[config.mk]
export PLATFORM = sky130hd
export DESIGN_NAME = fifoin_upsize_flat
export DESIGN_NICKNAME = d
export VERILOG_FILES = /design/src/rtl/fifoin_upsize_if.sv /design/src/rtl/fifoin_upsize.sv /design/src/flat_wrapper.sv
export SDC_FILE = /design/constraint.sdc
export NUM_CORES = 1
export LEC_CHECK = 0
export CAP_MARGIN = 0
export CORE_AREA = 8 8 360 362
export DETAILED_ROUTE_END_ITERATION = 7
export DIE_AREA = 0 0 368 370
export PLACE_DENSITY = 0.58
export SLEW_MARGIN = 20
export SYNTH_ARGS = -nofsm -noshare
export SYNTH_HDL_FRONTEND = slang
export SYNTH_SLANG_ARGS = --single-unit
[constraint.sdc]
create_clock -name clk -period 3.1 [get_ports clk]
set_input_delay 0.465 -clock clk [delete_from_list [all_inputs] [get_ports clk]]
set_output_delay 0.465 -clock clk [all_outputs]
set_load 0.02 [all_outputs]
[src/rtl/fifoin_upsize_if.sv]
// fifoin_upsize_if
//   Bundles the narrow input handshake and the wide output handshake of
//   fifoin_upsize. The packer connects through the slave modport; whatever
//   feeds it and drains it uses the master modport.
//
//   Handshake rule for both sides: a transfer happens on a rising clk edge
//   exactly when the offering side's valid (in_en / out_vld) and the taking
//   side's ready (in_rdy / out_en) are both 1 in that cycle. A side that
//   offers holds its data stable until the transfer. in_rdy and out_vld
//   come from registered state only.
//
//   Signals: in_en, in_rdy, in_data[IN_WIDTH], flush (FIFOIN_FLUSH_EN only),
//            out_vld, out_en, out_data[IN_WIDTH*RATIO], out_lanes[clog2(RATIO+1)]
interface fifoin_upsize_if #(
  parameter int IN_WIDTH = 32,
  parameter int RATIO    = 8
);
  localparam int OUT_WIDTH = IN_WIDTH * RATIO;
  localparam int LANE_W    = $clog2(RATIO + 1);

  logic                 in_en;
  logic                 in_rdy;
  logic [IN_WIDTH-1:0]  in_data;
`ifdef FIFOIN_FLUSH_EN
  logic                 flush;
`endif
  logic                 out_vld;
  logic                 out_en;
  logic [OUT_WIDTH-1:0] out_data;
  logic [LANE_W-1:0]    out_lanes;

`ifdef FIFOIN_FLUSH_EN
  modport master (output in_en, in_data, flush, out_en,
                  input  in_rdy, out_vld, out_data, out_lanes);
  modport slave  (input  in_en, in_data, flush, out_en,
                  output in_rdy, out_vld, out_data, out_lanes);
`else
  modport master (output in_en, in_data, out_en,
                  input  in_rdy, out_vld, out_data, out_lanes);
  modport slave  (input  in_en, in_data, out_en,
                  output in_rdy, out_vld, out_data, out_lanes);
`endif
endinterface

[src/rtl/fifoin_upsize.sv]
// fifoin_upsize
//   Single-clock narrow-to-wide packer (default 32 -> 256 bit). Accepted
//   narrow words fill lanes of an accumulator from lane 0 upwards; the
//   RATIO-th word completes the wide word, which is pushed into a 2-entry
//   output queue. The queue head drives out_data/out_lanes directly, so a
//   completed word is visible the cycle after its last narrow word.
//
//   Optional feature macro: FIFOIN_FLUSH_EN adds a flush input that closes a
//   partial word (unfilled lanes zero, out_lanes = lanes filled). Without
//   it, out_lanes is RATIO for every pushed word.
//
//   Ports:
//     clk    - single clock
//     rst_n  - asynchronous reset, active low
//     bus    - fifoin_upsize_if.slave: in_en/in_rdy/in_data[/flush],
//              out_vld/out_en/out_data/out_lanes
module fifoin_upsize #(
  parameter int IN_WIDTH = 32,
  parameter int RATIO    = 8
) (
  input logic            clk,
  input logic            rst_n,
  fifoin_upsize_if.slave bus
);
  localparam int OUT_WIDTH = IN_WIDTH * RATIO;
  localparam int LANE_W    = $clog2(RATIO + 1);
  localparam logic [LANE_W-1:0] LAST_LANE = LANE_W'(RATIO - 1);
  localparam logic [LANE_W-1:0] FULL_LANES = LANE_W'(RATIO);

  // Accumulator state
  logic [LANE_W-1:0]    cnt;
  logic [OUT_WIDTH-1:0] acc;

  // Output queue: head is what the consumer sees, tail is the second entry.
  logic [1:0]           q_cnt;
  logic [OUT_WIDTH-1:0] head_data;
  logic [LANE_W-1:0]    head_lanes;
  logic [OUT_WIDTH-1:0] tail_data;
  logic [LANE_W-1:0]    tail_lanes;

  logic                 flush_pend;

  // Next-state signals
  logic                 accept;
  logic                 pop;
  logic                 push;
  logic [OUT_WIDTH-1:0] push_data;
  logic [LANE_W-1:0]    push_lanes;
  logic [OUT_WIDTH-1:0] acc_ins;
  logic [LANE_W-1:0]    cnt_ins;
  logic [OUT_WIDTH-1:0] acc_nxt;
  logic [LANE_W-1:0]    cnt_nxt;
  logic                 flush_pend_nxt;

  // Ready depends on state only: the one case a word cannot be taken is when
  // it would complete a wide word with nowhere to put it.
  assign bus.in_rdy    = !((q_cnt == 2'd2) && (cnt == LAST_LANE)) && !flush_pend;
  assign bus.out_vld   = (q_cnt != 2'd0);
  assign bus.out_data  = head_data;
  assign bus.out_lanes = head_lanes;

  assign accept = bus.in_en & bus.in_rdy;
  assign pop    = bus.out_vld & bus.out_en;

  always_comb begin
    acc_ins = acc;
    for (int k = 0; k < RATIO; k++) begin
      if (accept && (cnt == LANE_W'(k))) begin
        acc_ins[k*IN_WIDTH +: IN_WIDTH] = bus.in_data;
      end
    end
    cnt_ins = cnt + LANE_W'(accept);
  end

  always_comb begin
    push           = 1'b0;
    push_data      = acc_ins;
    push_lanes     = FULL_LANES;
    acc_nxt        = acc_ins;
    cnt_nxt        = cnt_ins;
    flush_pend_nxt = flush_pend;

    if (accept && (cnt == LAST_LANE)) begin
      // Natural completion wins over a same-cycle flush: one full push.
      push    = 1'b1;
      acc_nxt = '0;
      cnt_nxt = '0;
    end
`ifdef FIFOIN_FLUSH_EN
    else if ((bus.flush || flush_pend) && (cnt_ins != '0)) begin
      // Lanes above cnt_ins are already zero because acc is cleared on
      // every push, so the partial word needs no masking.
      if (q_cnt != 2'd2) begin
        push           = 1'b1;
        push_lanes     = cnt_ins;
        acc_nxt        = '0;
        cnt_nxt        = '0;
        flush_pend_nxt = 1'b0;
      end else begin
        flush_pend_nxt = 1'b1;
      end
    end
`endif
  end

  always_ff @(posedge clk or negedge rst_n) begin
    if (!rst_n) begin
      cnt <= '0;
      acc <= '0;
    end else begin
      cnt <= cnt_nxt;
      acc <= acc_nxt;
    end
  end

`ifdef FIFOIN_FLUSH_EN
  always_ff @(posedge clk or negedge rst_n) begin
    if (!rst_n) begin
      flush_pend <= 1'b0;
    end else begin
      flush_pend <= flush_pend_nxt;
    end
  end
`else
  assign flush_pend = 1'b0;
`endif

  // Queue update. The head register keeps the last popped word when the
  // queue drains, so outputs never go X and hold their final value.
  always_ff @(posedge clk or negedge rst_n) begin
    if (!rst_n) begin
      q_cnt      <= 2'd0;
      head_data  <= '0;
      head_lanes <= '0;
      tail_data  <= '0;
      tail_lanes <= '0;
    end else begin
      case ({push, pop})
        2'b10: begin
          if (q_cnt == 2'd0) begin
            head_data  <= push_data;
            head_lanes <= push_lanes;
          end else begin
            tail_data  <= push_data;
            tail_lanes <= push_lanes;
          end
          q_cnt <= q_cnt + 2'd1;
        end
        2'b01: begin
          if (q_cnt == 2'd2) begin
            head_data  <= tail_data;
            head_lanes <= tail_lanes;
          end
          q_cnt <= q_cnt - 2'd1;
        end
        2'b11: begin
          if (q_cnt == 2'd1) begin
            head_data  <= push_data;
            head_lanes <= push_lanes;
          end else begin
            head_data  <= tail_data;
            head_lanes <= tail_lanes;
            tail_data  <= push_data;
            tail_lanes <= push_lanes;
          end
        end
        default: begin
        end
      endcase
    end
  end

  // flush_nxt is unused in the default build; tie it off explicitly.
  logic unused_ok;
  assign unused_ok = flush_pend_nxt;

endmodule
[src/flat_wrapper.sv]
// flat-port wrapper written by rule: the top's interface ports become plain ports
module fifoin_upsize_flat 
#(
  parameter int IN_WIDTH = 32,
  parameter int RATIO    = 8
)
  (clk, rst_n, bus_in_en, bus_in_data, bus_out_en, bus_in_rdy, bus_out_vld, bus_out_data, bus_out_lanes);
  fifoin_upsize_if #(.IN_WIDTH(IN_WIDTH), .RATIO(RATIO)) bus_i ();
  input logic clk;
  input logic rst_n;
  input wire logic [$bits(bus_i.in_en)-1:0] bus_in_en;
  input wire logic [$bits(bus_i.in_data)-1:0] bus_in_data;
  input wire logic [$bits(bus_i.out_en)-1:0] bus_out_en;
  output wire logic [$bits(bus_i.in_rdy)-1:0] bus_in_rdy;
  output wire logic [$bits(bus_i.out_vld)-1:0] bus_out_vld;
  output wire logic [$bits(bus_i.out_data)-1:0] bus_out_data;
  output wire logic [$bits(bus_i.out_lanes)-1:0] bus_out_lanes;
  assign bus_i.in_en = bus_in_en;
  assign bus_i.in_data = bus_in_data;
  assign bus_i.out_en = bus_out_en;
  assign bus_in_rdy = bus_i.in_rdy;
  assign bus_out_vld = bus_i.out_vld;
  assign bus_out_data = bus_i.out_data;
  assign bus_out_lanes = bus_i.out_lanes;
  fifoin_upsize #(.IN_WIDTH(IN_WIDTH), .RATIO(RATIO)) u_core (.clk(clk), .rst_n(rst_n), .bus(bus_i));
endmodule
==> impl_metrics.py, run 1 <==
metrics = {
    "critical_path": {
        "arrival_ps": 2590,
        "cp-start-kind": "flop",
        "cp_max_fo": 7,
        "r2r-start": "u_core.q_cnt[0]",
        "end_kind": "output port",
        "crit_required_ps": 2630,
        "critPathBufInv": 2,
        "worstSetupStartpoint": "u_core.cnt[2]",
        "cp_slowest_cell": "clkdlybuf4s50_1",
        "crit_family": "buffers and inverters",
        "rr_worst_depth": 9,
        "criticalPathCategory": "reg -> out",
        "path_cells": "buf_4 -> and3b_1 -> nand3_1 -> clkdlybuf4s50_1",
        "r2r_slack_ps": 310,
        "cpPeakStageDelay_ps": 660,
        "cp.depth": 4,
        "timing.rr.end": "u_core.tail_data[51]",
        "endpoint": "bus_in_rdy",
    },
    "synthesis": {
        "synth_most_common_cell": "o21ai_0",
        "synth_top_area_share_pct": 52.6,
        "ys_seq_area_share_pct": 52.6,
        "synthCells": 4001,
        "syn_area_per_cell_um2": 9.23,
        "syn-cell-area_mm2": 0.0369,
        "synth_flop_cell": "dfrtp_1",
        "synth_cell_types": 45,
        "synth_commonest_cells": "o21ai_0 (898), dfrtp_1 (776), nand2_1 (548), nor2_1 (294), clkbuf_1 (282)",
        "ys_ff_latch": 776,
        "synthTopCellsByArea": "dfrtp_1 (53%), o21ai_0 (12%), nand2_1 (5.6%), a32oi_1 (4.6%), o22a_1 (4.6%)",
        "synth-edff-count": 0,
        "ys_warn_count": 0,
        "synth_top_cell_by_area": "dfrtp_1",
        "async_flop_share_pct": 100,
    },
    "sta": {
        "finalHoldViolCount": 0,
        "tightest_slew_ps": 817,
        "fin_ws_ps": 48.6,
        "rsz0062_at_grt": "no",
        "fmax_mhz": 328,
        "slew_viol_final": 0,
        "fin_crit_sh_pct": 98.4,
        "finalClockSkew_ps": 25.9,
        "setup_viol": 0,
        "period_minus_slack_ps": 3050,
        "slew_headroom_pct": 45.5,
        "tns_ps": 0,
    },
    "detailed_routing": {
        "routed_via_density": 5.61,
        "drt_iter0_markers": 3711,
        "drc": 0,
        "dr.pass1.iters": 5,
        "num_vias": 33200,
        "post_drt_wl_per_cell_um": 25.2,
        "drtAntennaViolNets": 0,
        "wirelength_um": 149000,
    },
    "global_routing": {
        "grt_pass1_vias": 32400,
        "grt_antenna_before_repair": 7,
        "grt_start_max_net_pins": 137,
        "grt_use_total_pct": 20.9,
        "grt_pass1_wl_um": 220000,
        "overflow": 0,
    },
    "die": {
        "initial_core_util_pct": 29.7,
        "die_y_um": 370,
        "core_region_area_mm2": 0.124,
        "io_pins": 298,
        "fp.dieW_um": 368,
        "rows": 130,
        "die-area_mm2": 0.136,
    },
    "cells_and_area": {
        "syn2layout_area_growth_pct": 24.5,
        "nets": 4242,
        "drive_gt1_share_pct": 8.84,
    },
    "clock_tree": {
        "cts_buffer_depth": 3,
        "cts_setup_buffers": 0,
        "root_buffer": "clkbuf_16",
        "clk_pin_slew_ps": 60,
        "cts_tree": "yes",
        "htreeDepth": 3,
        "cts_resized": 0,
        "cts_buffers": 90,
        "clock_sinks": 776,
        "insertion_delay_ps": 660,
    },
    "pwr": {
        "powerDensity_mw_per_mm2": 1170,
        "p_leak_nw": 19.2,
        "vdd_drop_max_mv": 1.06,
    },
    "job": {
        "max-cap-violations": 0,
    },
    "place": {
        "place.detailed.hpwl_um": 92700,
        "place_ws_ps": 89.1,
        "numPortBuffers": 294,
        "place_congestion": 0.815,
    },
    "min_path": {
        "hold_path_class": "in -> async",
    },
    "status": {
        "outcome": "finished clean",
    },
}
## kinds of logic (layout without fill, tap and decap cells)
kind of cell	count (synthesis)	count (layout)	share of synthesized area, %
buffers and inverters	448	711	5.31
other	1	8	0.0102
multiplexers	33	33	1.00
AND/OR/NAND/NOR	1283	1283	15.9
XOR/XNOR	4	4	0.0949
adder cells (fa/ha/maj)	10	10	0.339
flip-flops	776	776	52.6
AO/OA/AOI/OAI	1446	1446	24.7
## where the power goes
part           internal, mW  total (mW)  switching, mW
Clock                  6.62        11.1           4.44
Sequential             14.5        17.4           2.93
Combinational          10.1        25.3           15.1
Total                  31.3        53.8           22.5
## per-layer routing
layer | vias to the layer above | part of all wire, % | global-route usage, %
met5 | - | 0 | 0
met4 | 0 | 3.5 | 7.25
met1 | 16900 | 43 | 28.4
met3 | 247 | 8.2 | 4.61
li1 | 14700 | - | -
met2 | 1423 | 46 | 32.8
## cell usage in the layout, fill, tap and decap left out, types with 33 or more instances in the layout
cell type and count:
o22a_1 192, nand3_1 130, inv_1 39, clkdlybuf4s50_1 293
clkbuf_16 93, nor2_1 293, and3b_1 33, dfrtp_1 776
buf_12 82, a32oi_1 192, o21ai_0 898, buf_4 132
and2_1 227, nand2_1 547
## repair_timing
action / in CTS / in global routing
hold buffers: 1 / 0
endpoints found under the hold margin: 37 / 0
setup endpoints to repair: 0 / 0
## final cells by class
cell class,instances,area (um2)
timing repair buffer,509,5590
antenna,5,12.5
inverter,40,155
clock buffer,134,2680
clock inverter,28,355
sequential,776,19400
fill,12600,78300
multi-input combinational,2779,15700
tap,1650,2060
## state kept, by name (all words and copies together), names as in the netlist
signal and cells:
u_core.tail_data 256, u_core.tail_lanes 1, u_core.acc 256, u_core.q_cnt 2, u_core.bus.out_lanes 1, u_core.bus.out_data 256
u_core.cnt 4
## metrics by stage
step	util (%)	instances	hold slack, ps	cell area (um2)	power (mW)
global placement	34.5	5753	453	42900	42.5
finish	37.0	5921	404	45900	53.8
detailed placement	34.5	5753	453	42900	42.7
global route	37.0	5916	423	45900	56.7
CTS	37.0	5916	401	45900	54.0
floorplan	-	4003	169	36900	31.1
## worst register-to-register path, stage by stage, from the launching register on
cell and delay, ps:
dfrtp_1 430, inv_1 90, ha_1 230, nand4b_1 270, nor2_4 200, ha_1 300
a22oi_1 170, nand3_4 200, buf_12 440, o21ai_0 300
## how the worst min path moves through the flow
stage                                     from               endpoint  slack (ps)  cells after the start
after detailed placement  u_core.tail_lanes[3]   u_core.tail_lanes[3]         450                      1
after global routing                     rst_n  u_core.tail_data[120]         420                      2
after CTS                                rst_n  u_core.tail_data[120]         400                      2
after floorplan                          rst_n          u_core.acc[0]         170                      0
final                                    rst_n  u_core.tail_data[120]         400                      2
after global placement    u_core.tail_lanes[3]   u_core.tail_lanes[3]         450                      1
Note: power is estimated with default switching activity, not from simulation.
==> inputs of run 2 (changes only) <==
Settings changed: SETUP_SLACK_MARGIN set to 0.15, SKIP_LAST_GASP set to 1.
==> run 2 against run 1 <==
Clock power about the same. Global-route usage unchanged. Via count decreased by 0.20%. Largest power group unchanged. Cell count about the same. Wire length about the same. Critical path type unchanged. Worst setup slack improved by 230 ps.
==> impl_metrics.py, run 2 (synthesized netlist as in run 1, its figures left out) <==
metrics = {
    "sta": {
        "setup_viol": 0,
        "tns_ps": 0,
        "fmax_mhz": 355,
        "finalClockSkew_ps": 28.6,
        "tightest_slew_ps": 831,
        "period_minus_slack_ps": 2820,
        "slew_viol_final": 0,
        "rsz0062_at_grt": "no",
        "worst_hold_slack_ps": 404,
        "fin_crit_sh_pct": 91.0,
        "slew_headroom_pct": 44.6,
        "finalHoldViolCount": 0,
    },
    "clock_tree": {
        "htreeDepth": 3,
        "cts_buffer_depth": 3,
        "insertion_delay_ps": 660,
        "cts_tree": "yes",
        "clock_sinks": 776,
        "clk_pin_slew_ps": 60,
        "cts_buffers": 90,
        "cts_setup_buffers": 0,
        "root_buffer": "clkbuf_16",
    },
    "min_path": {
        "hold_path_class": "in -> async",
    },
    "cells_and_area": {
        "nets": 4242,
        "most-common-layout-cells": "o21ai_0 (898), dfrtp_1 (776), nand2_1 (547)",
        "drive_gt1_share_pct": 8.84,
        "post-route-cell-area_mm2": 0.0460,
        "syn2layout_area_growth_pct": 24.5,
        "layout_commonest_cell": "o21ai_0",
    },
    "die": {
        "rows": 130,
        "initial_core_util_pct": 29.7,
        "io_pins": 298,
        "fp.dieW_um": 368,
        "die-area_mm2": 0.136,
        "die_y_um": 370,
        "core_region_area_mm2": 0.124,
    },
    "place": {
        "dpl-instance-area_mm2": 0.0429,
        "place.detailed.hpwl_um": 92700,
        "place_congestion": 0.815,
        "numPortBuffers": 294,
    },
    "critical_path": {
        "end_kind": "output port",
        "crit_required_ps": 2630,
        "cp_max_fo": 7,
        "cp-start-kind": "flop",
        "criticalPathCategory": "reg -> out",
        "arrival_ps": 2350,
        "rr_worst_depth": 11,
    },
    "detailed_routing": {
        "routed_via_density": 5.60,
        "drc": 0,
        "wirelength_um": 149000,
        "dr.pass1.iters": 6,
        "num_vias": 33200,
        "drtAntennaViolNets": 0,
        "drt_iter0_markers": 3559,
        "post_drt_wl_per_cell_um": 25.3,
    },
    "pwr": {
        "seqPwrFrac_pct": 32.5,
        "combPwrFrac_pct": 47.0,
        "switching_share_pct": 41.8,
        "vdd_drop_max_mv": 1.06,
        "p_clk_share_pct": 20.6,
        "p_leak_nw": 19.2,
        "p_int_mw": 31.3,
        "totalPowerFinal_mw": 53.8,
        "powerDensity_mw_per_mm2": 1170,
        "p_sw_mw": 22.5,
    },
    "status": {
        "outcome": "finished clean",
    },
    "job": {
        "max-cap-violations": 0,
    },
    "global_routing": {
        "grt_pass1_vias": 32400,
        "grt_start_max_net_pins": 137,
        "grt_antenna_before_repair": 7,
        "grt_pass1_wl_um": 220000,
        "grt_use_total_pct": 20.9,
        "overflow": 0,
    },
}
-- run 2: cell types whose count changed in the layout (fill, tap and decap cells not counted) --
| cell | delta |
|---|---|
| buf_12 | -1 |
| buf_16 | +1 |
| clkdlybuf4s50_1 | -1 |
| diode_2 | -1 |
| dlygate4sd2_1 | +1 |
-- run 2: per-layer routing --
layer  global-route usage (%)  up-vias  wire [um]
li1                         -    14700          -
met1                     28.4    16800      63700
met2                     32.8     1413      68700
met3                     4.61      233      12100
met4                     7.25        0       4960
met5                        0        -          0
-- run 2: what timing repair did --
| item | CTS | global route |
|---|---|---|
| resized for setup | 1 | 1 |
| endpoints found under the hold margin | 37 | 0 |
| hold buffers | 1 | 0 |
| endpoints found under the setup margin | 1 | 2 |
| pin swaps | 0 | 0 |
| gates cloned | 0 | 0 |
-- run 2: power groups by stage --
stage	combinational (mW)	sequential, mW	clock [mW]
final	25.3	17.5	11.1
after global routing	27.2	17.9	11.6
after CTS	25.3	17.4	11.2
after detailed placement	25.2	17.6	0
after global placement	25.0	17.5	0
after floorplan	12.8	18.3	0
-- run 2: final cells by class --
class	count	area [um2]
diodes	4	10.0
inverters	40	155
clock buffers	134	2680
clock inverters	28	355
multi-input cells	2779	15700
fillers	12600	78300
flip-flops and latches	776	19400
well taps	1650	2060
repair buffers	509	5600
-- run 2: through the flow --
stage	setup WS, ps	instances	util (%)
4_1_cts	332	5916	37.0
5_1_grt	177	5916	37.0
3_3_place_gp	198	5753	34.5
2_1_floorplan	137	4003	-
6_report	280	5920	37.0
3_5_place_dp	89.1	5753	34.5
-- run 2: final timing paths --
kind,start,endpoint,slack (ps)
setup / recovery,u_core.cnt[2],bus_in_rdy,280
hold / removal,rst_n,u_core.tail_data[120],400
setup reg to reg,u_core.q_cnt[0],u_core.bus.out_data[150],350
hold reg to reg,u_core.tail_lanes[3],u_core.tail_lanes[3],480
max in group asynchronous,rst_n,u_core.acc[190],1540
min in group clk,u_core.tail_lanes[3],u_core.tail_lanes[3],480
-- run 2: critical path: stages (launching register included) --
cell,delay [ps]
dfrtp_1,520
buf_4,210
and3b_1,260
nand3_1,270
dlygate4sd2_1,430
